[config.mk]
export PLATFORM = sky130hd
export DESIGN_NAME = camera_emulator
export DESIGN_NICKNAME = d
export VERILOG_FILES = /design/src/rtl/camera_emulator_pkg.sv /design/src/rtl/camera_pattern_gen.sv /design/src/rtl/camera_emulator.sv
export SDC_FILE = /design/constraint.sdc
export NUM_CORES = 1
export LEC_CHECK = 0
export BUFFER_PORTS_ARGS = -buffer_cell sky130_fd_sc_hd__buf_2
export CAP_MARGIN = 20
export CORE_ASPECT_RATIO = 0.75
export CORE_MARGIN = 2
export CORE_UTILIZATION = 55
export DETAILED_ROUTE_END_ITERATION = 6
export PLACE_DENSITY = 0.8
export SKIP_LAST_GASP = 1
export SLEW_MARGIN = 25
export SYNTH_ARGS = -nofsm -noshare
export SYNTH_HDL_FRONTEND = slang
export SYNTH_SLANG_ARGS = --single-unit
[constraint.sdc]
create_clock -name CLK -period 3.7 [get_ports CLK]
set_clock_uncertainty 0.1 [all_clocks]
set_input_delay 0.185 -clock CLK [delete_from_list [all_inputs] [get_ports CLK]]
set_output_delay 0.185 -clock CLK [all_outputs]
set_load 0.01 [all_outputs]
[src/rtl/camera_emulator_pkg.sv]
// Shared encodings for the camera emulator: pattern modes, sequencer states
// and the colour-bar palette.
package camera_emulator_pkg;

    typedef enum logic [1:0] {
        MODE_BARS  = 2'd0,
        MODE_GRAD  = 2'd1,
        MODE_SOLID = 2'd2,
        MODE_CHECK = 2'd3
    } mode_e;

    typedef enum logic [2:0] {
        S_IDLE   = 3'd0,
        S_VSYNC  = 3'd1,
        S_VBACK  = 3'd2,
        S_ACTIVE = 3'd3,
        S_VFRONT = 3'd4
    } state_e;

    localparam logic [15:0] BAR_WHITE   = 16'hFFFF;
    localparam logic [15:0] BAR_YELLOW  = 16'hFFE0;
    localparam logic [15:0] BAR_CYAN    = 16'h07FF;
    localparam logic [15:0] BAR_GREEN   = 16'h07E0;
    localparam logic [15:0] BAR_MAGENTA = 16'hF81F;
    localparam logic [15:0] BAR_RED     = 16'hF800;
    localparam logic [15:0] BAR_BLUE    = 16'h001F;
    localparam logic [15:0] BAR_BLACK   = 16'h0000;

    function automatic logic [15:0] bar_color(input logic [2:0] idx);
        logic [15:0] c;
        case (idx)
            3'd0:    c = BAR_WHITE;
            3'd1:    c = BAR_YELLOW;
            3'd2:    c = BAR_CYAN;
            3'd3:    c = BAR_GREEN;
            3'd4:    c = BAR_MAGENTA;
            3'd5:    c = BAR_RED;
            3'd6:    c = BAR_BLUE;
            default: c = BAR_BLACK;
        endcase
        return c;
    endfunction

endpackage

[src/rtl/camera_pattern_gen.sv]
// Test-pattern source: holds the pixel word for the next pixel to be sent.
// Loaded once per line at line_start (x=0) and once per pixel on pix_adv.
module camera_pattern_gen
    import camera_emulator_pkg::*;
#(
    parameter int H_ACTIVE = 160
) (
    input  logic        clk,
    input  logic        rst,
    input  logic        line_start,
    input  logic        pix_adv,
    input  logic [7:2]  x,
    input  logic        y_b3,
    input  mode_e       mode,
    input  logic [15:0] color,
    output logic [15:0] pixel
);

    localparam int BAR_W = H_ACTIVE / 8;
    localparam logic [7:0] STEP_LAST = 8'(BAR_W - 1);

    logic [7:0]  bar_step_q, bar_step_d;
    logic [2:0]  bar_idx_q, bar_idx_d;
    logic        y3_q, y3_d;
    logic [15:0] pix_q, pix_d;
    logic        y3_sel;
    logic [15:0] pat;

    always_comb begin
        bar_step_d = bar_step_q;
        bar_idx_d  = bar_idx_q;
        y3_d       = y3_q;
        pix_d      = pix_q;
        pat        = 16'h0000;

        if (line_start) begin
            bar_step_d = 8'd0;
            bar_idx_d  = 3'd0;
            y3_d       = y_b3;
        end else if (pix_adv) begin
            if (bar_step_q == STEP_LAST) begin
                bar_step_d = 8'd0;
                bar_idx_d  = bar_idx_q + 3'd1;
            end else begin
                bar_step_d = bar_step_q + 8'd1;
            end
        end

        // Row parity is only known at line start; hold it for the rest of the line.
        y3_sel = line_start ? y_b3 : y3_q;

        case (mode)
            MODE_BARS:  pat = bar_color(bar_idx_d);
            MODE_GRAD:  pat = {x[7:3], x[7:2], x[7:3]};
            MODE_SOLID: pat = color;
            default:    pat = (x[3] ^ y3_sel) ? 16'h0000 : 16'hFFFF;
        endcase

        if (line_start || pix_adv) begin
            pix_d = pat;
        end
    end

    always_ff @(posedge clk or posedge rst) begin
        if (rst) begin
            bar_step_q <= 8'd0;
            bar_idx_q  <= 3'd0;
            y3_q       <= 1'b0;
            pix_q      <= 16'h0000;
        end else begin
            bar_step_q <= bar_step_d;
            bar_idx_q  <= bar_idx_d;
            y3_q       <= y3_d;
            pix_q      <= pix_d;
        end
    end

    assign pixel = pix_q;

endmodule

[src/rtl/camera_emulator.sv]
// OV7670-style byte-serial RGB565 transmitter driving built-in test patterns.
//   state  | meaning
//   IDLE   | no frame; PCLK still runs, waits for EN
//   VSYNC  | VSYNC high for VS_LINES line times
//   VBACK  | VBP blank line times before the first active line
//   ACTIVE | V_ACTIVE lines: 2*H_ACTIVE bytes with HREF high, then H_BLANK
//   VFRONT | VFP blank line times, then count the frame and restart or idle
module camera_emulator
    import camera_emulator_pkg::*;
#(
    parameter int H_ACTIVE = 160,
    parameter int H_BLANK  = 16,
    parameter int VS_LINES = 3,
    parameter int VBP      = 2,
    parameter int V_ACTIVE = 120,
    parameter int VFP      = 2
) (
    input  logic        CLK,
    input  logic        RST,
    input  logic        EN,
    input  logic [1:0]  MODE,
    input  logic [15:0] COLOR,
    output logic        PCLK,
    output logic        VSYNC,
    output logic        HREF,
    output logic [7:0]  D,
    output logic [7:0]  FRAME_CNT,
    output logic        BUSY
);

    localparam int LT = 2 * H_ACTIVE + H_BLANK;
    localparam int BW = $clog2(LT);
    localparam logic [BW-1:0] BYTE_LAST = BW'(LT - 1);
    localparam logic [BW-1:0] HREF_END  = BW'(2 * H_ACTIVE);
    localparam logic [BW-1:0] ADV_END   = BW'(2 * H_ACTIVE - 1);

    logic          ph_q, ph_d;
    state_e        state_q, state_d;
    logic [BW-1:0] byte_q, byte_d, byte_inc;
    logic [7:0]    line_q, line_d, line_inc;
    mode_e         mode_q, mode_d;
    logic [15:0]   color_q, color_d;
    logic [7:0]    frame_q, frame_d;
    logic          vsync_q, vsync_d;
    logic          href_q, href_d;
    logic [7:0]    d_q, d_d;
    logic          busy_q, busy_d;

    logic [7:0]    phase_last;
    logic          line_end, phase_end, start_frame;
    logic          line_start, pix_adv;
    logic [7:2]    x_hi;
    logic          y_b3;
    logic [15:0]   pixel;

    always_comb begin
        case (state_q)
            S_VSYNC:  phase_last = 8'(VS_LINES - 1);
            S_VBACK:  phase_last = 8'(VBP - 1);
            S_ACTIVE: phase_last = 8'(V_ACTIVE - 1);
            S_VFRONT: phase_last = 8'(VFP - 1);
            default:  phase_last = 8'd0;
        endcase
    end

    always_comb begin
        ph_d        = ~ph_q;
        state_d     = state_q;
        byte_d      = byte_q;
        line_d      = line_q;
        mode_d      = mode_q;
        color_d     = color_q;
        frame_d     = frame_q;
        vsync_d     = vsync_q;
        href_d      = href_q;
        d_d         = d_q;
        busy_d      = busy_q;
        start_frame = 1'b0;
        line_start  = 1'b0;
        pix_adv     = 1'b0;
        x_hi        = 6'd0;
        y_b3        = 1'b0;

        byte_inc  = byte_q + BW'(1);
        line_inc  = line_q + 8'd1;
        line_end  = (byte_q == BYTE_LAST);
        phase_end = line_end && (line_q == phase_last);

        // Everything advances on the CLK edge where PCLK falls.
        if (ph_q) begin
            case (state_q)
                S_IDLE: start_frame = EN;
                default: begin
                    if (!line_end) begin
                        byte_d = byte_inc;
                    end else begin
                        byte_d = '0;
                        if (!phase_end) begin
                            line_d = line_inc;
                        end else begin
                            line_d = 8'd0;
                            case (state_q)
                                S_VSYNC:  state_d = S_VBACK;
                                S_VBACK:  state_d = S_ACTIVE;
                                S_ACTIVE: state_d = S_VFRONT;
                                default: begin
                                    frame_d = frame_q + 8'd1;
                                    if (EN) begin
                                        start_frame = 1'b1;
                                    end else begin
                                        state_d = S_IDLE;
                                    end
                                end
                            endcase
                        end
                    end
                end
            endcase

            if (start_frame) begin
                state_d = S_VSYNC;
                mode_d  = mode_e'(MODE);
                color_d = COLOR;
                byte_d  = '0;
                line_d  = 8'd0;
            end

            vsync_d = (state_d == S_VSYNC);
            busy_d  = (state_d != S_IDLE);
            href_d  = (state_d == S_ACTIVE) && (byte_d < HREF_END);
            d_d     = href_d ? (byte_d[0] ? pixel[7:0] : pixel[15:8]) : 8'h00;

            // Preload pixel 0 during the last blank byte so it is ready as HREF rises;
            // on each low byte, fetch the following pixel.
            if ((state_d != S_IDLE) && (byte_d == BYTE_LAST)) begin
                line_start = 1'b1;
                y_b3       = (state_q == S_ACTIVE) ? line_inc[3] : 1'b0;
            end else if (href_d && byte_d[0] && (byte_d < ADV_END)) begin
                pix_adv = 1'b1;
                x_hi    = 6'((byte_d + BW'(2)) >> 3);
            end
        end
    end

    always_ff @(posedge CLK or posedge RST) begin
        if (RST) begin
            ph_q    <= 1'b0;
            state_q <= S_IDLE;
            byte_q  <= '0;
            line_q  <= 8'd0;
            mode_q  <= MODE_BARS;
            color_q <= 16'h0000;
            frame_q <= 8'd0;
            vsync_q <= 1'b0;
            href_q  <= 1'b0;
            d_q     <= 8'h00;
            busy_q  <= 1'b0;
        end else begin
            ph_q    <= ph_d;
            state_q <= state_d;
            byte_q  <= byte_d;
            line_q  <= line_d;
            mode_q  <= mode_d;
            color_q <= color_d;
            frame_q <= frame_d;
            vsync_q <= vsync_d;
            href_q  <= href_d;
            d_q     <= d_d;
            busy_q  <= busy_d;
        end
    end

    camera_pattern_gen #(
        .H_ACTIVE (H_ACTIVE)
    ) u_pattern (
        .clk        (CLK),
        .rst        (RST),
        .line_start (line_start),
        .pix_adv    (pix_adv),
        .x          (x_hi),
        .y_b3       (y_b3),
        .mode       (mode_q),
        .color      (color_q),
        .pixel      (pixel)
    );

    assign PCLK      = ph_q;
    assign VSYNC     = vsync_q;
    assign HREF      = href_q;
    assign D         = d_q;
    assign FRAME_CNT = frame_q;
    assign BUSY      = busy_q;

endmodule
# Yosys cells after proc, flatten, opt, wreduce, memory -nomap -nowiden
# Index checks and enable logic that the tools add are counted.
# W data, S select, Z words.
# totals
in_bits	21
wordCells	108
reg_bits	86
# op_classes
order_cmp	2
bitwise_logic	4
reduce_logical	17
addsub	6
eq_ne	19
mux	45
# ops
op	count
$pmux W16 S7	1
$mux W8	9
$pmux W16 S3	1
$mux W9	4
$mux W3	9
$add A8 B1 Y8 const B	3
$pmux W7 S3	1
$eq A9 B9 Y1 const B	2
$lt A9 B9 Y1 const B	2
$mux W6	3
$mux W16	1
$eq A3 B2 Y1 const B	5
$mux W1	15
$eq A3 B3 Y1 const B	4
$add A9 B1 Y9 const B	1
$add A9 B2 Y9 const B	1
$eq A3 B1 Y1 const B	3
$pmux W3 S3	1
$eq A8 B5 Y1 const B	1
$eq A8 B8 Y1	1
$logic_not A3 Y1	2
$logic_and A1 B1 Y1	5
$reduce_and A5 Y1	1
$reduce_bool A2 Y1	2
other kinds (13)	15

# Longest topological paths before layout
# Gate-level depths: netlist of the first run.
# logic_depth
word_depth	23
ltp_mapped	12

# Cells and area by module
# From an unflattened synthesis of the first run, not the netlist that was laid out.
# hier_totals
hier_cells	455
hier_area_um2	4722.0
# modules_own_cells
mod	instances	cells_each	seq_area_each_um2	area_per_inst_um2
camera_emulator	1	312	1451.4	3241.9
camera_pattern_gen	1	143	700.7	1480.2

# Worst setup path after synthesis of the first run
# OpenSTA, ideal clock, no wires.
# synth_timing
kind	register -> register
start	register byte_q[1]
end	register u_pattern.pix_q[11], in the netlist u_pattern.pixel[11]
path_buffers	0
setup_slack_ns	0.431
setup_ns	0.126
path_stages_with_launch	11
period_less_slack_ns	3.269
arrival_time_ns	3.043
path_cell_list	dfrtp_1 ha_1 nand3_2 nor3_1 nand2_1 a311oi_2 mux2_2 a311o_1 a2bb2oi_2 nand3b_2 o32a_1
# synth_via
elab_chain_cells	20
# synth_lines
element	line	rtl
start: declaration	camera_emulator.sv:39	logic [BW-1:0] byte_q, byte_d, byte_inc;
start signal: assignment	camera_emulator.sv:161	byte_q <= byte_d;
branches (longest 20 deep; another with $add A9 B1 Y9)	n/a	
end signal: assignment	camera_pattern_gen.sv:74	pix_q <= pix_d;
end: declaration	camera_pattern_gen.sv:25	logic [15:0] pix_q, pix_d;
# Parallel ways; which one is timed is not known. The select of a mux whose other input is x is not followed.
# A chain may end at the register's enable or synchronous reset.

# Final worst setup path of the first run
# layout_timing
start	register byte_q[1]
end	register u_pattern.pix_q[2], in the netlist u_pattern.pixel[2]
# Same word-level chain as after synthesis.

==> impl_metrics.tcl, run 1 <==
set metrics [dict create \
    maxSlewHeadroom 0.465 \
    vias_per_cell 6.26 \
    firstDrtPassIters 5 \
    synth_edf_count 0 \
    drive_gt1_frac 0.243 \
    worstPathMaxFanout 5 \
    syn_avg_cell_area_um2 10.4 \
    postRouteAntennaNets 0 \
    synth_warnings 0 \
    first_global_vias 3881 \
    start_util 0.571 \
    dieArea_um2 9630 \
    clkLatencyLatePin_ns 0.34 \
    final_common_cell "dfrtp_1" \
    grt_max_degree 55 \
    core-area_um2 8530 \
    power.internal_mw 1.50 \
    ys_seq_area_frac 0.442 \
    place.gp.congestion 0.904 \
    drt_iter0_drc 406 \
    worstPathCellList "ha_1, nand3_2, nand2b_4, or3_1, a21oi_2, or4b_4, a31oi_4, a2bb2oi_2, nand3_2, o32a_1" \
    setup_viol 0 \
    design_area_um2 5700 \
    row_count 29 \
    swShare 0.207 \
    grt_pass1_wl_mm 19.7 \
    layout_setup_ws_ns 0.188 \
    drc 0 \
    final_nets 558 \
    final_util 0.668 \
    clkTransAtPathRegs_ns 0.06 \
    status "complete, no violations" \
    crit_path_end_kind "flip-flop" \
    clkPwrFrac 0.479 \
    fin_crit_sh 0.949 \
    chipHeight_um 85.5 \
    areaGrowthSynthToFinish_pct 17.0 \
    vdd_drop_max_v 0.000372 \
    antenna_found_initial 0 \
    clock.fmax_mhz 285 \
    ys_async_sr_fraction 1.00 \
    required_ns 3.81 \
    setup_tns_ns 0 \
    grt_setup_unrepaired "false" \
    ioPinCount 41 \
    synth_area_um2 4870 \
    overflow 0 \
    syn_inst 469 \
    cts_tree "built" \
    synth_ff_type "dfrtp_1" \
    dp_worst_setup_slack_ns 0.0181 \
    cts_made_buffers 9 \
    slowest_stage "or4b_4" \
    portBuffers 40 \
    power_density_nw_per_um2 332 \
    cts.sinks 86 \
    arrival_ns 3.63 \
    tightest_slew_ns 0.801 \
    critPathMaxStageDelay_ns 0.51 \
    final.min_clock_period_ns 3.51 \
    cellLeakagePower_nw 2.59 \
    dp_hpwl_mm 8.21 \
    clockRootBuffer "clkbuf_16" \
    cp-start-kind "flip-flop" \
    synth-seq-cells 86 \
    via_count 4032 \
    diodes 0 \
    critical_path_class "reg2reg" \
    drt-total-wl_mm 11.8 \
    path_common_cell "nand3_2" \
    cap_violations 0 \
    hold_class "in2reg" \
    drt-wirelength-per-cell_um 18.3 \
    grt_usage 0.256 \
    yosys.cell_types.count 74 \
    synth_nets 495 \
    drv_slew 0 \
    seq_power_share 0.497 \
    whs_ns 0.0199 \
    clk_path_buf_depth 2 \
    final_cell_mix "86 x dfrtp_1, 44 x nor2_1, 40 x buf_2, 37 x nand2_1, 33 x o21ai_0" \
    pwr-share-comb 0.024 \
    switchingPower_mw 0.392 \
    place_area_um2 5200 \
    hold_viol_final 0 \
    dp_cells 610 \
    h-tree-depth 3 \
    die_x_um 113 \
    stdcell_count 644 \
    p_total_mw 1.89 \
]
-- cells in the mapped netlist, types with 3 or more instances --
cell type / instances / share of area
and3_1: 12 / 0.015
nand2b_1: 8 / 0.010
a21o_1: 4 / 0.0062
mux2i_1: 14 / 0.029
nand3_2: 3 / 0.0062
o32a_1: 12 / 0.025
o21ai_0: 33 / 0.034
nor3_1: 9 / 0.0093
xor2_1: 6 / 0.011
a41oi_2: 3 / 0.010
o22a_1: 3 / 0.0054
o31ai_1: 6 / 0.0093
nor2b_1: 7 / 0.0090
or3_1: 3 / 0.0039
nand4_1: 7 / 0.0090
mux2_2: 25 / 0.058
nand3_1: 14 / 0.014
xnor2_1: 12 / 0.022
o21a_1: 3 / 0.0046
dfrtp_1: 86 / 0.44
a22o_1: 9 / 0.016
inv_1: 4 / 0.0031
buf_4: 4 / 0.0062
a21oi_1: 9 / 0.0093
nand2_1: 37 / 0.029
nor2_1: 44 / 0.034
clkbuf_1: 9 / 0.0069
ha_1: 5 / 0.013
buf_2: 7 / 0.0072
a32o_1: 4 / 0.0082
and2_1: 13 / 0.017
-- power by group through the flow --
stage / clock network, mW / logic, mW / registers (mW)
finish: 0.906 / 0.0461 / 0.940
global route: 0.961 / 0.0521 / 0.939
CTS: 0.919 / 0.0469 / 0.940
detailed placement: 0 / 0.0323 / 0.958
global placement: 0 / 0.0309 / 0.958
floorplan: 0 / 0.0141 / 0.958
-- worst paths after layout --
path | startpoint | to | slack [ns] | cells after the start
hold / removal | COLOR[7] | color_q[7] | 0.02 | 2
setup reg to reg | byte_q[1] | u_pattern.pixel[2] | 0.19 | 10
min in group asynchronous | RST | FRAME_CNT[2] | 0.40 | 3
hold reg to reg | FRAME_CNT[7] | FRAME_CNT[7] | 0.36 | 1
setup / recovery | byte_q[1] | u_pattern.pixel[2] | 0.19 | 10
max in group asynchronous | RST | color_q[14] | 2.22 | 4
-- worst max-delay path, delay by kind of cell, from the launching register on --
family / cells / cell delay [ns]
AND/OR/NAND/NOR: 5 / 1.46
AO/OA/AOI/OAI: 4 / 1.08
flip-flops: 1 / 0.45
adder cells (fa/ha/maj): 1 / 0.29
-- area by class of cell --
class	count	area, um2
inverter	4	17.5
multi-input combinational	357	2590
tap	108	135
timing repair buffer	74	500
fill	632	2830
sequential	86	2150
clock inverter	5	58.8
clock buffer	10	239
-- timing repair --
item                                    4_1_cts  5_1_grt
resized for setup                             1        1
hold buffers                                 18        0
endpoints found under the setup margin        1       11
buffers inserted                              0        1
endpoints found under the hold margin        70        0
pin swaps                                     0        1
cloned                                        0        0
-- flip-flops by register name, summed over array words and instances, names as in the netlist --
signal                flops
u_pattern.y3_q            1
line_q                    8
u_pattern.bar_step_q      8
D                         8
mode_q                    2
color_q                  16
VSYNC                     1
u_pattern.pixel          16
BUSY                      1
FRAME_CNT                 8
u_pattern.bar_idx_q       3
HREF                      1
byte_q                    9
PCLK                      1
state_q                   3
-- cell families after synthesis --
family                     share of synthesized area
AOI/OAI and AO/OA                              0.179
xor gates and xnor gates                      0.0391
adders and majority gates                     0.0129
buffers and inverters                         0.0280
DFF                                            0.442
muxes                                         0.0866
and+or+nand+nor                                0.212
-- routing by layer --
metal  part of all wire  wire length, um  global-route usage  vias up
met4              0.024              283              0.0931        0
li1                   -                -                   -     1855
met1               0.46             5370               0.362     1966
met2               0.44             5230               0.386      182
met5                  0                0                   0        -
met3              0.075              880              0.0629       29
Power figures use the tool's default switching activity.
==> run 2, diff against run 1 <==
--- a/config.mk
+++ b/config.mk
@@ -16,4 +16,5 @@
 export SLEW_MARGIN = 25
 export SYNTH_ARGS = -nofsm -noshare
 export SYNTH_HDL_FRONTEND = slang
+export SYNTH_HIERARCHICAL = 1
 export SYNTH_SLANG_ARGS = --single-unit
==> run 2 against run 1 <==
- global-route usage increased by 0.76 points
- sequential power increased by 2%
- routed wire length increased by 4.2%
- maximum frequency decreased by 4.1%
- synthesized area decreased by 3.0%
- first-iteration DRC count decreased by 11%
- setup slack got worse by 0.15 ns
- critical path depth unchanged
- highest routed layer unchanged
- critical path type unchanged
- non-clock buffer count increased by 28
- hold slack improved by 0.26 ns
- cell count increased by 1.4%
==> impl_metrics.tcl, run 2 <==
set metrics [dict create \
    r2r-end "u_pattern/pixel[8]" \
    ioPinCount 41 \
    clock.fmax_mhz 273 \
    clk_path_buf_depth 2 \
    synth-seq-cells 86 \
    clockRootBuffer "clkbuf_16" \
    ys_async_sr_fraction 1.00 \
    final_nets 566 \
    synth_nets 481 \
    grt_max_degree 38 \
    areaGrowthSynthToFinish_pct 23.4 \
    hold_viol_final 0 \
    dieArea_um2 9350 \
    synth_edf_count 0 \
    fill_cells 595 \
    synth_top_area_share 0.456 \
    ff2ff_setup_slack_ns 0.04 \
    tightest_slew_ns 0.938 \
    r2r_start "state_q[0]" \
    yosys.cell_types.count 72 \
    dp_hpwl_mm 8.27 \
    hold_start "EN" \
    drive_gt1_frac 0.299 \
    synth_area_leader_cell "dfrtp_1" \
    final_util 0.695 \
    dp_worst_setup_slack_ns -0.0861 \
    clkLatencyLatePin_ns 0.34 \
    power_density_nw_per_um2 334 \
    firstDrtPassIters 6 \
    cellLeakagePower_nw 2.66 \
    chipHeight_um 84.2 \
    regArea_um2 2160 \
    synth_warnings 6 \
    netlist_top_cells_area "dfrtp_1 46%, mux2_2 5.7%, nor2_1 3.1%, o21ai_0 2.6%, mux2i_1 2.5%" \
    syn_inst 455 \
    synth_ff_type "dfrtp_1" \
    drt-total-wl_mm 12.3 \
    drt_iter0_drc 360 \
    ys_seq_area_frac 0.456 \
    whs_path_depth 4 \
    crit_path_end_kind "flip-flop" \
    place.gp.congestion 0.897 \
    fin_crit_sh 0.990 \
    antenna_found_initial 0 \
    overflow 0 \
    core-area_um2 8380 \
    cts_made_buffers 9 \
    maxSlewHeadroom 0.374 \
    place_area_um2 5180 \
    grt_pass1_wl_mm 19.7 \
    synth_common_cells "86 x dfrtp_1, 39 x nor2_1, 27 x nand2_1" \
    cts_tree "built" \
    vias_per_cell 6.30 \
    design_area_um2 5830 \
    r2r_cells 10 \
    cap_violations 0 \
    yosysMostFrequentCell "dfrtp_1" \
    synth_area_um2 4720 \
    final_cell_mix "81 x dfrtp_1, 43 x buf_4, 40 x buf_2, 38 x nor2_1, 27 x nand2_1" \
    multiInputGateArea_um2 2470 \
    drv_slew 0 \
    syn_avg_cell_area_um2 10.4 \
    via_count 4111 \
    h-tree-depth 3 \
    drc 0 \
    final_common_cell "dfrtp_1" \
    required_ns 3.82 \
    hold-path-endpoint "VSYNC" \
    diodes 0 \
    final.min_clock_period_ns 3.66 \
    arrival_ns 3.78 \
    setup_viol 0 \
    vdd_drop_max_v 0.000292 \
    cp-start-kind "flip-flop" \
    worstPathMaxFanout 7 \
    hold_class "in2reg" \
    grt_usage 0.264 \
    status "complete, no violations" \
    stdcell_count 653 \
    layout_setup_ws_ns 0.0387 \
    dp_cells 606 \
    critical_path_class "reg2reg" \
    start_util 0.563 \
    portBuffers 40 \
    postRouteAntennaNets 0 \
    first_global_vias 3889 \
    drt-wirelength-per-cell_um 18.8 \
    clkTransAtPathRegs_ns 0.06 \
    die_x_um 111 \
    row_count 29 \
    cts.sinks 86 \
]
-- run 2: cell types whose count changed after synthesis, moves of 4 or more --
cell,before,now
o32a_1,12,6
a22oi_1,0,10
o2bb2ai_1,1,8
and2_1,13,4
inv_1,4,13
nand2b_1,8,4
nor2_1,44,39
a211oi_1,1,5
or4_1,0,4
nand2_1,37,27
and3_1,12,3
a31oi_1,0,12
buf_2,7,11
o21ai_0,33,25
-- run 2: worst max-delay path: stages (launching register included) --
cell and delay, ns:
dfrtp_2 0.47, or4b_4 0.57, o31ai_4 0.11, a21oi_4 0.05, or4b_4 0.53, or4_4 0.47, nor2_4 0.12, mux2_2 0.36
mux2i_1 0.14, or2_4 0.27, o32a_1 0.36
-- run 2: worst max-delay path by stage --
stage | from | endpoint | slack, ns | cells after the start
after global placement | state_q[0] | u_pattern/pixel[6] | 0.03 | 10
after CTS | byte_q[1] | u_pattern/pixel[6] | 0.02 | 11
after global routing | state_q[0] | u_pattern/pixel[9] | -0.05 | 10
after floorplan | state_q[1] | u_pattern/pixel[10] | 0.005 | 12
after detailed placement | state_q[0] | u_pattern/pixel[10] | -0.09 | 10
final | state_q[0] | u_pattern/pixel[8] | 0.04 | 10
-- run 2: power by group --
group	internal, mW	switching, mW
combinational	0.0342	0.0405
sequential	0.950	0.00795
clock	0.529	0.387
total	1.51	0.435
-- run 2: repair_timing --
action | CTS | global route
endpoints found under the setup margin | 12 | 16
resized for setup | 8 | 10
pin swaps | 3 | 4
hold buffers | 19 | 0
gates cloned | 0 | 0
hold endpoints to repair | 39 | 0
buffers inserted | 3 | 9
-- run 2: area by class of cell --
| type | instances | share of cell area |
|---|---|---|
| clock buffers | 10 | 0.0393 |
| clock inverters | 6 | 0.0122 |
| inverters | 14 | 0.00901 |
| multi-input cells | 327 | 0.424 |
| flip-flops and latches | 86 | 0.370 |
| well taps | 108 | 0.0232 |
| repair buffers | 102 | 0.122 |
-- run 2: per-stage QoR --
step / hold WS, ns / total power, mW / TNS, ns
6_report: 0.277 / 1.95 / 0
5_1_grt: 0.326 / 2.01 / -0.320
4_1_cts: 0.279 / 1.95 / 0
3_5_place_dp: 0.133 / 1.03 / -0.444
3_3_place_gp: 0.133 / 1.03 / 0
2_1_floorplan: 0.150 / 1.01 / 0
-- run 2: kinds of logic after synthesis --
kind of cell | after synthesis | share of synthesized area
AOI/OAI and AO/OA | 117 | 0.187
xor gates and xnor gates | 21 | 0.0390
adders and majority gates | 5 | 0.0132
buffers and inverters | 42 | 0.0419
DFF | 86 | 0.456
muxes | 36 | 0.0827
and+or+nand+nor | 148 | 0.181
-- run 2: routing by layer --
metal / global-route usage / share of wire / vias to the layer above
met5: 0 / 0 / -
met4: 0.0739 / 0.012 / 0
met3: 0.0549 / 0.079 / 23
met2: 0.398 / 0.46 / 210
met1: 0.390 / 0.45 / 2012
li1: - / - / 1866
